### src/rtl/global_pkg.sv
`default_nettype none
// +--------------------------------------------------------------------------+
// | global_pkg : shared types and constants for the wb_timer_slave block     |
// | Revision   : 1.0                                                         |
// +--------------------------------------------------------------------------+
package global_pkg;

  typedef enum logic [2:0] {
    TMR_MTIME_LO    = 3'd0,
    TMR_MTIME_HI    = 3'd1,
    TMR_MTIMECMP_LO = 3'd2,
    TMR_MTIMECMP_HI = 3'd3,
    TMR_CTRL        = 3'd4,
    TMR_PRESC       = 3'd5
  } timer_reg_t;

  typedef enum logic [0:0] {
    TMR_IDLE = 1'b0,
    TMR_RESP = 1'b1
  } timer_bus_state_t;

  localparam logic [63:0] MTIMECMP_RST = 64'hFFFF_FFFF_FFFF_FFFF;

  function automatic logic [31:0] lane_merge(input logic [31:0] old_val,
                                             input logic [31:0] new_val,
                                             input logic [3:0]  sel);
    logic [31:0] res;
    for (int k = 0; k < 4; k++) begin
      res[8*k +: 8] = sel[k] ? new_val[8*k +: 8] : old_val[8*k +: 8];
    end
    return res;
  endfunction

endpackage
`default_nettype wire

### src/rtl/timer_counter64.sv
`default_nettype none
// +--------------------------------------------------------------------------+
// | timer_counter64 : 64-bit mtime/mtimecmp pair, lane-masked loads, irq     |
// | Revision        : 1.0                                                    |
// +--------------------------------------------------------------------------+
module timer_counter64 import global_pkg::*; #(
  parameter logic [63:0] MTIME_RST = 64'd0
) (
  input  logic        clk,
  input  logic        rst,
  input  logic        en_i,
  input  logic        tick_i,
  input  logic        irq_en_i,
  input  logic [7:0]  mtime_ld_sel_i,
  input  logic [7:0]  cmp_ld_sel_i,
  input  logic [31:0] ld_data_i,
  output logic [63:0] mtime_o,
  output logic [63:0] mtimecmp_o,
  output logic        irq_o
);

  logic [63:0] mtime_q, mtime_d;
  logic [63:0] cmp_q, cmp_d;
  logic        irq_q, irq_d;
  logic [63:0] inc_val;
  logic [63:0] ld64;

  assign ld64 = {ld_data_i, ld_data_i};

  // Written lanes override the increment; untouched lanes keep counting.
  always_comb begin
    inc_val = (en_i && tick_i) ? mtime_q + 64'd1 : mtime_q;
    mtime_d = inc_val;
    cmp_d   = cmp_q;
    for (int k = 0; k < 8; k++) begin
      if (mtime_ld_sel_i[k]) mtime_d[8*k +: 8] = ld64[8*k +: 8];
      if (cmp_ld_sel_i[k])   cmp_d[8*k +: 8]   = ld64[8*k +: 8];
    end
    irq_d = irq_en_i && (mtime_d >= cmp_d);
  end

  always_ff @(posedge clk) begin
    if (rst) begin
      mtime_q <= MTIME_RST;
      cmp_q   <= MTIMECMP_RST;
      irq_q   <= 1'b0;
    end else begin
      mtime_q <= mtime_d;
      cmp_q   <= cmp_d;
      irq_q   <= irq_d;
    end
  end

  assign mtime_o    = mtime_q;
  assign mtimecmp_o = cmp_q;
  assign irq_o      = irq_q;

endmodule
`default_nettype wire

### src/rtl/wb_timer_slave.sv
`default_nettype none
// +--------------------------------------------------------------------------+
// | wb_timer_slave : Wishbone B4 classic machine-timer responder (mtime/cmp) |
// | Revision       : 1.0   Option macro: TIMER_PRESCALER_EN                  |
// +--------------------------------------------------------------------------+
module wb_timer_slave import global_pkg::*; #(
  parameter int          ADDR_WIDTH = 32,
  parameter logic [63:0] MTIME_RST  = 64'd0,
  parameter logic        CTRL_RST   = 1'b1
) (
  input  logic                  clk,
  input  logic                  rst,
  input  logic                  cyc_i,
  input  logic                  stb_i,
  input  logic                  we_i,
  input  logic [ADDR_WIDTH-1:0] adr_i,
  input  logic [3:0]            sel_i,
  input  logic [31:0]           dat_i,
  output logic [31:0]           dat_o,
  output logic                  ack_o,
  output logic                  err_o,
  output logic                  timer_irq
);

  timer_bus_state_t state_q, state_d;
  logic        ack_q, ack_d;
  logic        err_q, err_d;
  logic        en_q, en_d;
  logic [31:0] dat_q, dat_d;
  logic [2:0]  off;
  logic        req, mapped, wr, tick;
  logic [31:0] rd_data;
  logic [7:0]  mtime_ld_sel, cmp_ld_sel;
  logic [63:0] mtime, mtimecmp;
  logic        irq;
  logic        unused_adr;

  // Upper address bits are decoded by the interconnect.
  assign unused_adr = ^{adr_i[ADDR_WIDTH-1:5], adr_i[1:0]};
  assign off        = adr_i[4:2];
  assign req        = cyc_i && stb_i && (state_q == TMR_IDLE);
  assign wr         = req && we_i && mapped;

  always_comb begin
    mapped = 1'b0;
    case (off)
      TMR_MTIME_LO, TMR_MTIME_HI, TMR_MTIMECMP_LO, TMR_MTIMECMP_HI, TMR_CTRL: mapped = 1'b1;
`ifdef TIMER_PRESCALER_EN
      TMR_PRESC: mapped = 1'b1;
`endif
      default: mapped = 1'b0;
    endcase
  end

`ifdef TIMER_PRESCALER_EN
  logic [31:0] presc_q, presc_d;
  logic [31:0] pcnt_q, pcnt_d;
  logic        presc_wr;

  always_comb begin
    presc_wr = wr && (off == TMR_PRESC);
    presc_d  = presc_wr ? lane_merge(presc_q, dat_i, sel_i) : presc_q;
    tick     = (pcnt_q == presc_q);
    pcnt_d   = (presc_wr || tick) ? 32'd0 : pcnt_q + 32'd1;
  end

  always_ff @(posedge clk) begin
    if (rst) begin
      presc_q <= 32'd0;
      pcnt_q  <= 32'd0;
    end else begin
      presc_q <= presc_d;
      pcnt_q  <= pcnt_d;
    end
  end
`else
  assign tick = 1'b1;
`endif

  always_comb begin
    rd_data = 32'd0;
    case (off)
      TMR_MTIME_LO:    rd_data = mtime[31:0];
      TMR_MTIME_HI:    rd_data = mtime[63:32];
      TMR_MTIMECMP_LO: rd_data = mtimecmp[31:0];
      TMR_MTIMECMP_HI: rd_data = mtimecmp[63:32];
      TMR_CTRL:        rd_data = {31'd0, en_q};
`ifdef TIMER_PRESCALER_EN
      TMR_PRESC:       rd_data = presc_q;
`endif
      default:         rd_data = 32'd0;
    endcase
  end

  // A request is only accepted in IDLE, so a held strobe alternates response and idle.
  always_comb begin
    state_d      = state_q;
    ack_d        = 1'b0;
    err_d        = 1'b0;
    dat_d        = 32'd0;
    en_d         = en_q;
    mtime_ld_sel = 8'd0;
    cmp_ld_sel   = 8'd0;
    case (state_q)
      TMR_IDLE: begin
        if (cyc_i && stb_i) begin
          state_d = TMR_RESP;
          ack_d   = mapped;
          err_d   = !mapped;
          if (mapped && !we_i) dat_d = rd_data;
          if (wr) begin
            case (off)
              TMR_MTIME_LO:    mtime_ld_sel = {4'b0000, sel_i};
              TMR_MTIME_HI:    mtime_ld_sel = {sel_i, 4'b0000};
              TMR_MTIMECMP_LO: cmp_ld_sel   = {4'b0000, sel_i};
              TMR_MTIMECMP_HI: cmp_ld_sel   = {sel_i, 4'b0000};
              TMR_CTRL:        if (sel_i[0]) en_d = dat_i[0];
              default:         ;
            endcase
          end
        end
      end
      TMR_RESP: state_d = TMR_IDLE;
      default:  state_d = TMR_IDLE;
    endcase
  end

  always_ff @(posedge clk) begin
    if (rst) begin
      state_q <= TMR_IDLE;
      ack_q   <= 1'b0;
      err_q   <= 1'b0;
      dat_q   <= 32'd0;
      en_q    <= CTRL_RST;
    end else begin
      state_q <= state_d;
      ack_q   <= ack_d;
      err_q   <= err_d;
      dat_q   <= dat_d;
      en_q    <= en_d;
    end
  end

  timer_counter64 #(
    .MTIME_RST (MTIME_RST)
  ) u_counter (
    .clk            (clk),
    .rst            (rst),
    .en_i           (en_q),
    .tick_i         (tick),
    .irq_en_i       (en_d),
    .mtime_ld_sel_i (mtime_ld_sel),
    .cmp_ld_sel_i   (cmp_ld_sel),
    .ld_data_i      (dat_i),
    .mtime_o        (mtime),
    .mtimecmp_o     (mtimecmp),
    .irq_o          (irq)
  );

  assign dat_o     = dat_q;
  assign ack_o     = ack_q;
  assign err_o     = err_q;
  assign timer_irq = irq;

endmodule
`default_nettype wire
### config.mk
export PLATFORM = sky130hd
export DESIGN_NAME = wb_timer_slave
export DESIGN_NICKNAME = d
export VERILOG_FILES = /design/src/rtl/global_pkg.sv /design/src/rtl/timer_counter64.sv /design/src/rtl/wb_timer_slave.sv
export SDC_FILE = /design/constraint.sdc
export NUM_CORES = 1
export LEC_CHECK = 0
export ABC_CLOCK_PERIOD_IN_PS = 7910
export CAP_MARGIN = 20
export CORE_MARGIN = 1.5
export CORE_UTILIZATION = 50
export DETAILED_ROUTE_END_ITERATION = 16
export GPL_TIMING_DRIVEN = 1
export HOLD_SLACK_MARGIN = 0.05
export PLACE_DENSITY = 0.72
export SLEW_MARGIN = 30
export SYNTH_ARGS = -nofsm -noshare
export SYNTH_HDL_FRONTEND = slang
export SYNTH_SLANG_ARGS = --single-unit
### constraint.sdc
create_clock -name clk -period 7.91 [get_ports clk]
set_input_delay 1.9775 -clock clk [delete_from_list [all_inputs] [get_ports clk]]
set_output_delay 1.9775 -clock clk [all_outputs]
set_load 0.01 [all_outputs]
Word-level counts from Yosys, hierarchy flattened
Index checks and enable logic that the tools add are counted.
Word-level totals
  register bits after elaboration: 165
  word-level logic and storage cells: 63
Operators by class
  eq/ne operators: 4
  magnitude comparators: 1
  add/subtract/negate cells: 1
  reductions and logical operators: 12
  mux-type cells: 34
  bitwise logic cells: 3
Operators by type and width (number)
  2-to-1 mux 8 bit: 22
  one-hot mux 32 bit (5 select lines): 1
  adder 64 x 1 -> 64 bit (second input constant): 1
  >= comparator 64 bit: 1
  2-to-1 mux 64 bit: 1
  one-hot mux 8 bit (2 select lines): 2
  2-to-1 mux 1 bit: 7
  == test 3 x 2 -> 1 bit (second input constant): 2
  logical AND 1 bit: 6
  OR reduction 5 bit: 1
  OR reduction 4 bit: 1
  == test 3 x 1 -> 1 bit (second input constant): 1
  == test 3 bit (second input constant): 1
  zero test 3 bit: 1
  NOT 1 bit: 3
  OR reduction 3 bit: 1
  zero test 1 bit: 2
  one-hot mux 1 bit (2 select lines): 1

Logic depth before layout (Yosys ltp)
  depth after elaboration: 10
  gate-level depth with buffers: 16
  depth with buffers taken out: 14

Hierarchy
A second synthesis with hierarchy kept.
Unflattened totals
  cell total of the unflattened synthesis: 1063
  area total of the unflattened synthesis: 9644.2 sq um
Modules (own cells, without submodules)
  timer_counter64: instances 1, area an instance 7686.1 sq um, seq. area each 2582.5 sq um, cells each 903
  wb_timer_slave: instances 1, area an instance 1958.1 sq um, seq. area each 720.7 sq um, cells each 160

Least setup slack after synthesis
Ideal clock, no wire load.
  path kind: in2reg
  from: in adr_i[3]
  to: reg u_counter.irq_q, in the netlist u_counter.irq_o
  stages on the path: 15
  arrival time: 4.786 ns
  required time: 7.809 ns
  slack: 3.023 ns
  path through: clkbuf_1 nor3b_1 clkbuf_1 and3_1 buf_2 a211oi_1 a211oi_1 o211ai_1 ha_1 nand4_1 nor4_1 a221oi_1 a211oi_1 o41ai_1 o41ai_1
Between the ends
  word-level cells in the longest chain between the ends: 10
  elaborated cells on any way between the ends: 38
  those cells by class: order compare (1); eq/ne (4); mux (29); reduce/logical (4)
RTL lines
  start, declared: RTL line wb_timer_slave.sv:16  | input logic [ADDR_WIDTH-1:0] adr_i,
  == test 3 bit (tied with other cells): RTL line wb_timer_slave.sv:46  | case (off)
  OR reduction 5 bit: RTL line wb_timer_slave.sv:46
  2-to-1 mux 1 bit: RTL line wb_timer_slave.sv:46
  logical AND 1 bit: RTL line wb_timer_slave.sv:42  | assign wr = req && we_i && mapped;
  2-to-1 mux 8 bit *: RTL line wb_timer_slave.sv:111  | if (wr) begin
  2-to-1 mux 8 bit *: RTL line wb_timer_slave.sv:106  | if (cyc_i && stb_i) begin
  2-to-1 mux 8 bit *: RTL line wb_timer_slave.sv:104  | case (state_q)
  2-to-1 mux 8 bit *: RTL line timer_counter64.sv:36  | if (mtime_ld_sel_i[k]) mtime_d[8*k +: 8] = ld64[8*k +: 8];
  named net u_counter.mtime_d[54]: RTL line timer_counter64.sv:22  | logic [63:0] mtime_q, mtime_d;
  >= comparator 64 bit *: RTL line timer_counter64.sv:39  | irq_d = irq_en_i && (mtime_d >= cmp_d);
  logical AND 1 bit *: RTL line timer_counter64.sv:39
  end signal, assigned: RTL line timer_counter64.sv:50  | irq_q <= irq_d;
  end, declared: RTL line timer_counter64.sv:24  | logic irq_q, irq_d;
Mark *: on every way through the listed nets, which the timed path passes. The rest lies on a longest branch.
A chain may end at the register's enable or synchronous reset.

Final worst setup path
  from: in cyc_i
  to: reg u_counter.irq_q, in the netlist u_counter.irq_o
Between the ends
  word-level cells in the longest chain between the ends: 10
  elaborated cells on any way between the ends: 31
  those cells by class: order compare (1); mux (25); reduce/logical (5)
RTL lines
  start, declared: RTL line wb_timer_slave.sv:13  | input logic cyc_i,
  logical AND 1 bit *: RTL line wb_timer_slave.sv:41, wb_timer_slave.sv:106
  logical AND 1 bit: RTL line wb_timer_slave.sv:41  | assign req = cyc_i && stb_i && (state_q == TMR_IDLE);
  logical AND 1 bit (2 in series): RTL line wb_timer_slave.sv:42
  2-to-1 mux 8 bit: RTL line wb_timer_slave.sv:111
  2-to-1 mux 8 bit *: RTL line wb_timer_slave.sv:106
  2-to-1 mux 8 bit *: RTL line wb_timer_slave.sv:104
  2-to-1 mux 8 bit *: RTL line timer_counter64.sv:36
  named net u_counter.mtime_d[31]: RTL line timer_counter64.sv:22
  >= comparator 64 bit *: RTL line timer_counter64.sv:39
  logical AND 1 bit *: RTL line timer_counter64.sv:39
Marked as above.

==> reports/qor.csv <==
stage,metric,value,unit
outcome,outcome,"finished, final reports clean",
setup_path,CP Class,in2reg,
setup_path,Worst path max stage delay,780,ps
pwr,VDD IR max,0.1644,mV
layout,# nets final,1287,
logic_synthesis,Cell variety after synth,56,
placement,hpwl dp,19.50,mm
die,Rows,50,
setup_path,CP endpoint kind,flop,
cts,Setup Buffers After CTS,0,
cts,CTS buffer count,17,
detailed_routing,drt first pass iters,5,
logic_synthesis,Synth top area share,0.3462,
pwr,leakage,4.576,nW
job,Max-Cap Viols,0,
global_routing,GR Overflow Total,0,
pwr,pwr dens,169.2,mW/mm^2
sta,Post-Route Skew,7.734,ps
logic_synthesis,top-count cell post-synth,dfxtp_1,
die,die width,141.1,um
global_routing,Tot GR Track Use,0.2752,
cts,"Reg clk slew, reported paths",60,ps
setup_path,Startpoint Class,input pin,
sta,final period utilization,0.7454,
placement,PortBufs,78,
logic_synthesis,asr flop ratio synth,0,
setup_path,worst reg2reg path depth,14,
detailed_routing,Initial DRC Count,980,
layout,register area,0.003303,mm^2
layout,Fill cells,1651,
logic_synthesis,Synth area leader,dfxtp_1,
detailed_routing,Routed Antenna Nets,0,
global_routing,largest net degree at the start of global routing,60,
cts,CTS root buf,clkbuf_16,
cts,Num Clock Sinks,165,
die,Initial Utilization,0.5100,
die,die height,141.1,um
cts,CTS tree,built,
logic_synthesis,cell count after synthesis,1104,
setup_path,crit-path max FO,24,
global_routing,first-pass GRT wire length,43.37,mm
sta,Min Hold Slack,512.0,ps
die,# IOs,108,
detailed_routing,DR WL met2,12.25,mm
logic_synthesis,most frequent cells after synthesis,"165 x dfxtp_1, 110 x a21oi_1, 77 x nor2_1",
logic_synthesis,Post-Syn Area,0.009540,mm^2
min_path,Hold Startpoint,u_counter.mtimecmp_o[22],
die,core area,0.01871,mm^2
setup_path,WP data arrival,6220,ps
cts,worst skew pair latency,430,ps
detailed_routing,Final Routed Wirelength,27.04,mm
setup_path,critical-path cell list,clkdlybuf4s50_1 > and4b_1 > nand3_1 > nor2_1 > a21oi_1 > ha_1 > nand4_1 > nor4bb_1 > nand2_1 > o21ai_0 > a211oi_1 > o41ai_1,
setup_path,CP Launch Point,cyc_i,
detailed_routing,WL/cell,19.37,um
layout,ant diodes,0,
detailed_routing,DRT met1 WL,12.56,mm
setup_path,Critical Path RT,8230,ps
layout,layout cells sized above 1,0.05938,
logic_synthesis,Mapped Avg Cell Area,8.642,um^2
global_routing,antenna violations before repair,0,
logic_synthesis,"top cells by area, synth","dfxtp_1 35%, ha_1 8.5%, mux2i_1 6.9%",
detailed_routing,drt drc,0,
min_path,HP Class,reg2reg,
setup_path,"reg-to-reg slack, setup",3210,ps
detailed_routing,DR top layer,met4,
sta,minimum clock period after layout,5896,ps
detailed_routing,vias per cell,6.256,
logic_synthesis,Synth Flop Type,dfxtp_1,
setup_path,FF-to-FF End,u_counter.irq_o,
setup_path,RR Startpoint,u_counter.mtime_o[0],
die,die area,0.01992,mm^2
sta,Max Slew Vio Count,0,
cts,cts-stage hold buffer count,0,
logic_synthesis,Synth warnings,0,
sta,setup tns final,0,ps
logic_synthesis,"Seq/Total Area, Yosys",0.3462,
setup_path,Critical Path End,u_counter.irq_o,
cts,Longest Clk Path Bufs,2,
cts,Post-CTS Resized,0,
logic_synthesis,syn_nets,1242,
layout,area grow syn2layout,16.22,%
cts,H-tree Lvls,4,
pwr,Final Power,1.876,mW
logic_synthesis,number of flops mapped to enable cells by yosys,0,
detailed_routing,wire length on met3,1.597,mm
layout,area of the multi-input gates,0.005971,mm^2
sta,Worst-Margin Slew,879.8,ps
placement,RD Place Congestion,0.9144,
sta,f_max,169.6,MHz
detailed_routing,routed vias,8734,
global_routing,number of global-route vias before repair,8035,
sta,Final Hold Viols,0,
setup_path,"Max stage delay cell, worst path",nand3_1,
sta,setup violators final,0,
logic_synthesis,synthesized flop and latch total,165,
sta,relative slew slack,0.4113,
sta,RSZ-0062 raised after global routing,no,
==> cell usage in the layout, fill, tap and decap left out, drive strengths merged, types with 32 or more instances in the layout <==
cell type | synthesis | final
a211oi | 35 | 35
nand2b | 66 | 66
a22oi | 64 | 64
dfxtp | 165 | 165
a21oi | 110 | 110
nand4 | 32 | 32
nand3 | 51 | 51
xnor2 | 32 | 32
nand2 | 68 | 68
nor2 | 78 | 78
mux2i | 66 | 66
ha | 65 | 65
clkdlybuf4s50 | 0 | 77
==> how the worst min path moves through the flow <==
stage	endpoint	slack, ps	cells past startpoint
after floorplan	u_counter.mtimecmp_o[32]	470	2
after global placement	u_counter.mtimecmp_o[57]	490	2
after detailed placement	u_counter.mtimecmp_o[42]	500	2
after CTS	u_counter.mtimecmp_o[42]	520	2
after global routing	u_counter.mtimecmp_o[22]	550	2
final	u_counter.mtimecmp_o[22]	510	2
==> power breakdown <==
| part | leakage (nW) | internal (mW) | switching, mW |
|---|---|---|---|
| Combinational | 2.95 | 0.0646 | 0.0819 |
| Clock | 0.294 | 0.531 | 0.341 |
| Sequential | 1.33 | 0.842 | 0.0143 |
==> through the flow <==
step	instances	utilization	setup slack [ps]	cell area (um^2)
finish	1396	0.5928	2014	11090
CTS	1396	0.5928	2092	11090
global placement	1363	0.5589	1702	10450
global route	1396	0.5928	1672	11090
floorplan	1104	-	3023	9540
detailed placement	1364	0.5599	1661	10470
==> layer usage <==
metal | GRT usage | vias to the layer above
li1 | - | 4187
met3 | 0.04925 | 36
met2 | 0.4391 | 314
met1 | 0.3788 | 4197
met5 | 0 | -
met4 | 0.08279 | 0
==> kinds of logic after synthesis <==
logic type | Yosys count | share of synthesized area
muxes | 69 | 0.07318
and+or+nand+nor | 416 | 0.2447
xor gates and xnor gates | 47 | 0.04315
buffers and inverters | 72 | 0.02951
AOI/OAI and AO/OA | 270 | 0.1780
adders and majority gates | 65 | 0.08525
DFF | 165 | 0.3462
==> registers in the layout, summed over array words and instances (netlist names) <==
signal and count:
state_q 1, err_o 1, u_counter.irq_o 1, dat_o 32, en_q 1, ack_o 1
u_counter.mtime_o 64, u_counter.mtimecmp_o 64
==> area by class of cell <==
class,count,share of cell area
multi-input cells,867,0.5385
flip-flops and latches,165,0.2979
repair buffers,89,0.07876
clock buffers,25,0.04469
well taps,234,0.02640
clock inverters,7,0.01072
inverters,9,0.003047
==> worst max-delay path, delay by kind of cell <==
family | cells | cell delay, ps
AOI/OAI and AO/OA | 4 | 670
adders and majority gates | 1 | 370
buffers and inverters | 1 | 480
and+or+nand+nor | 6 | 2730
Note: power is estimated with default switching activity, not from simulation.
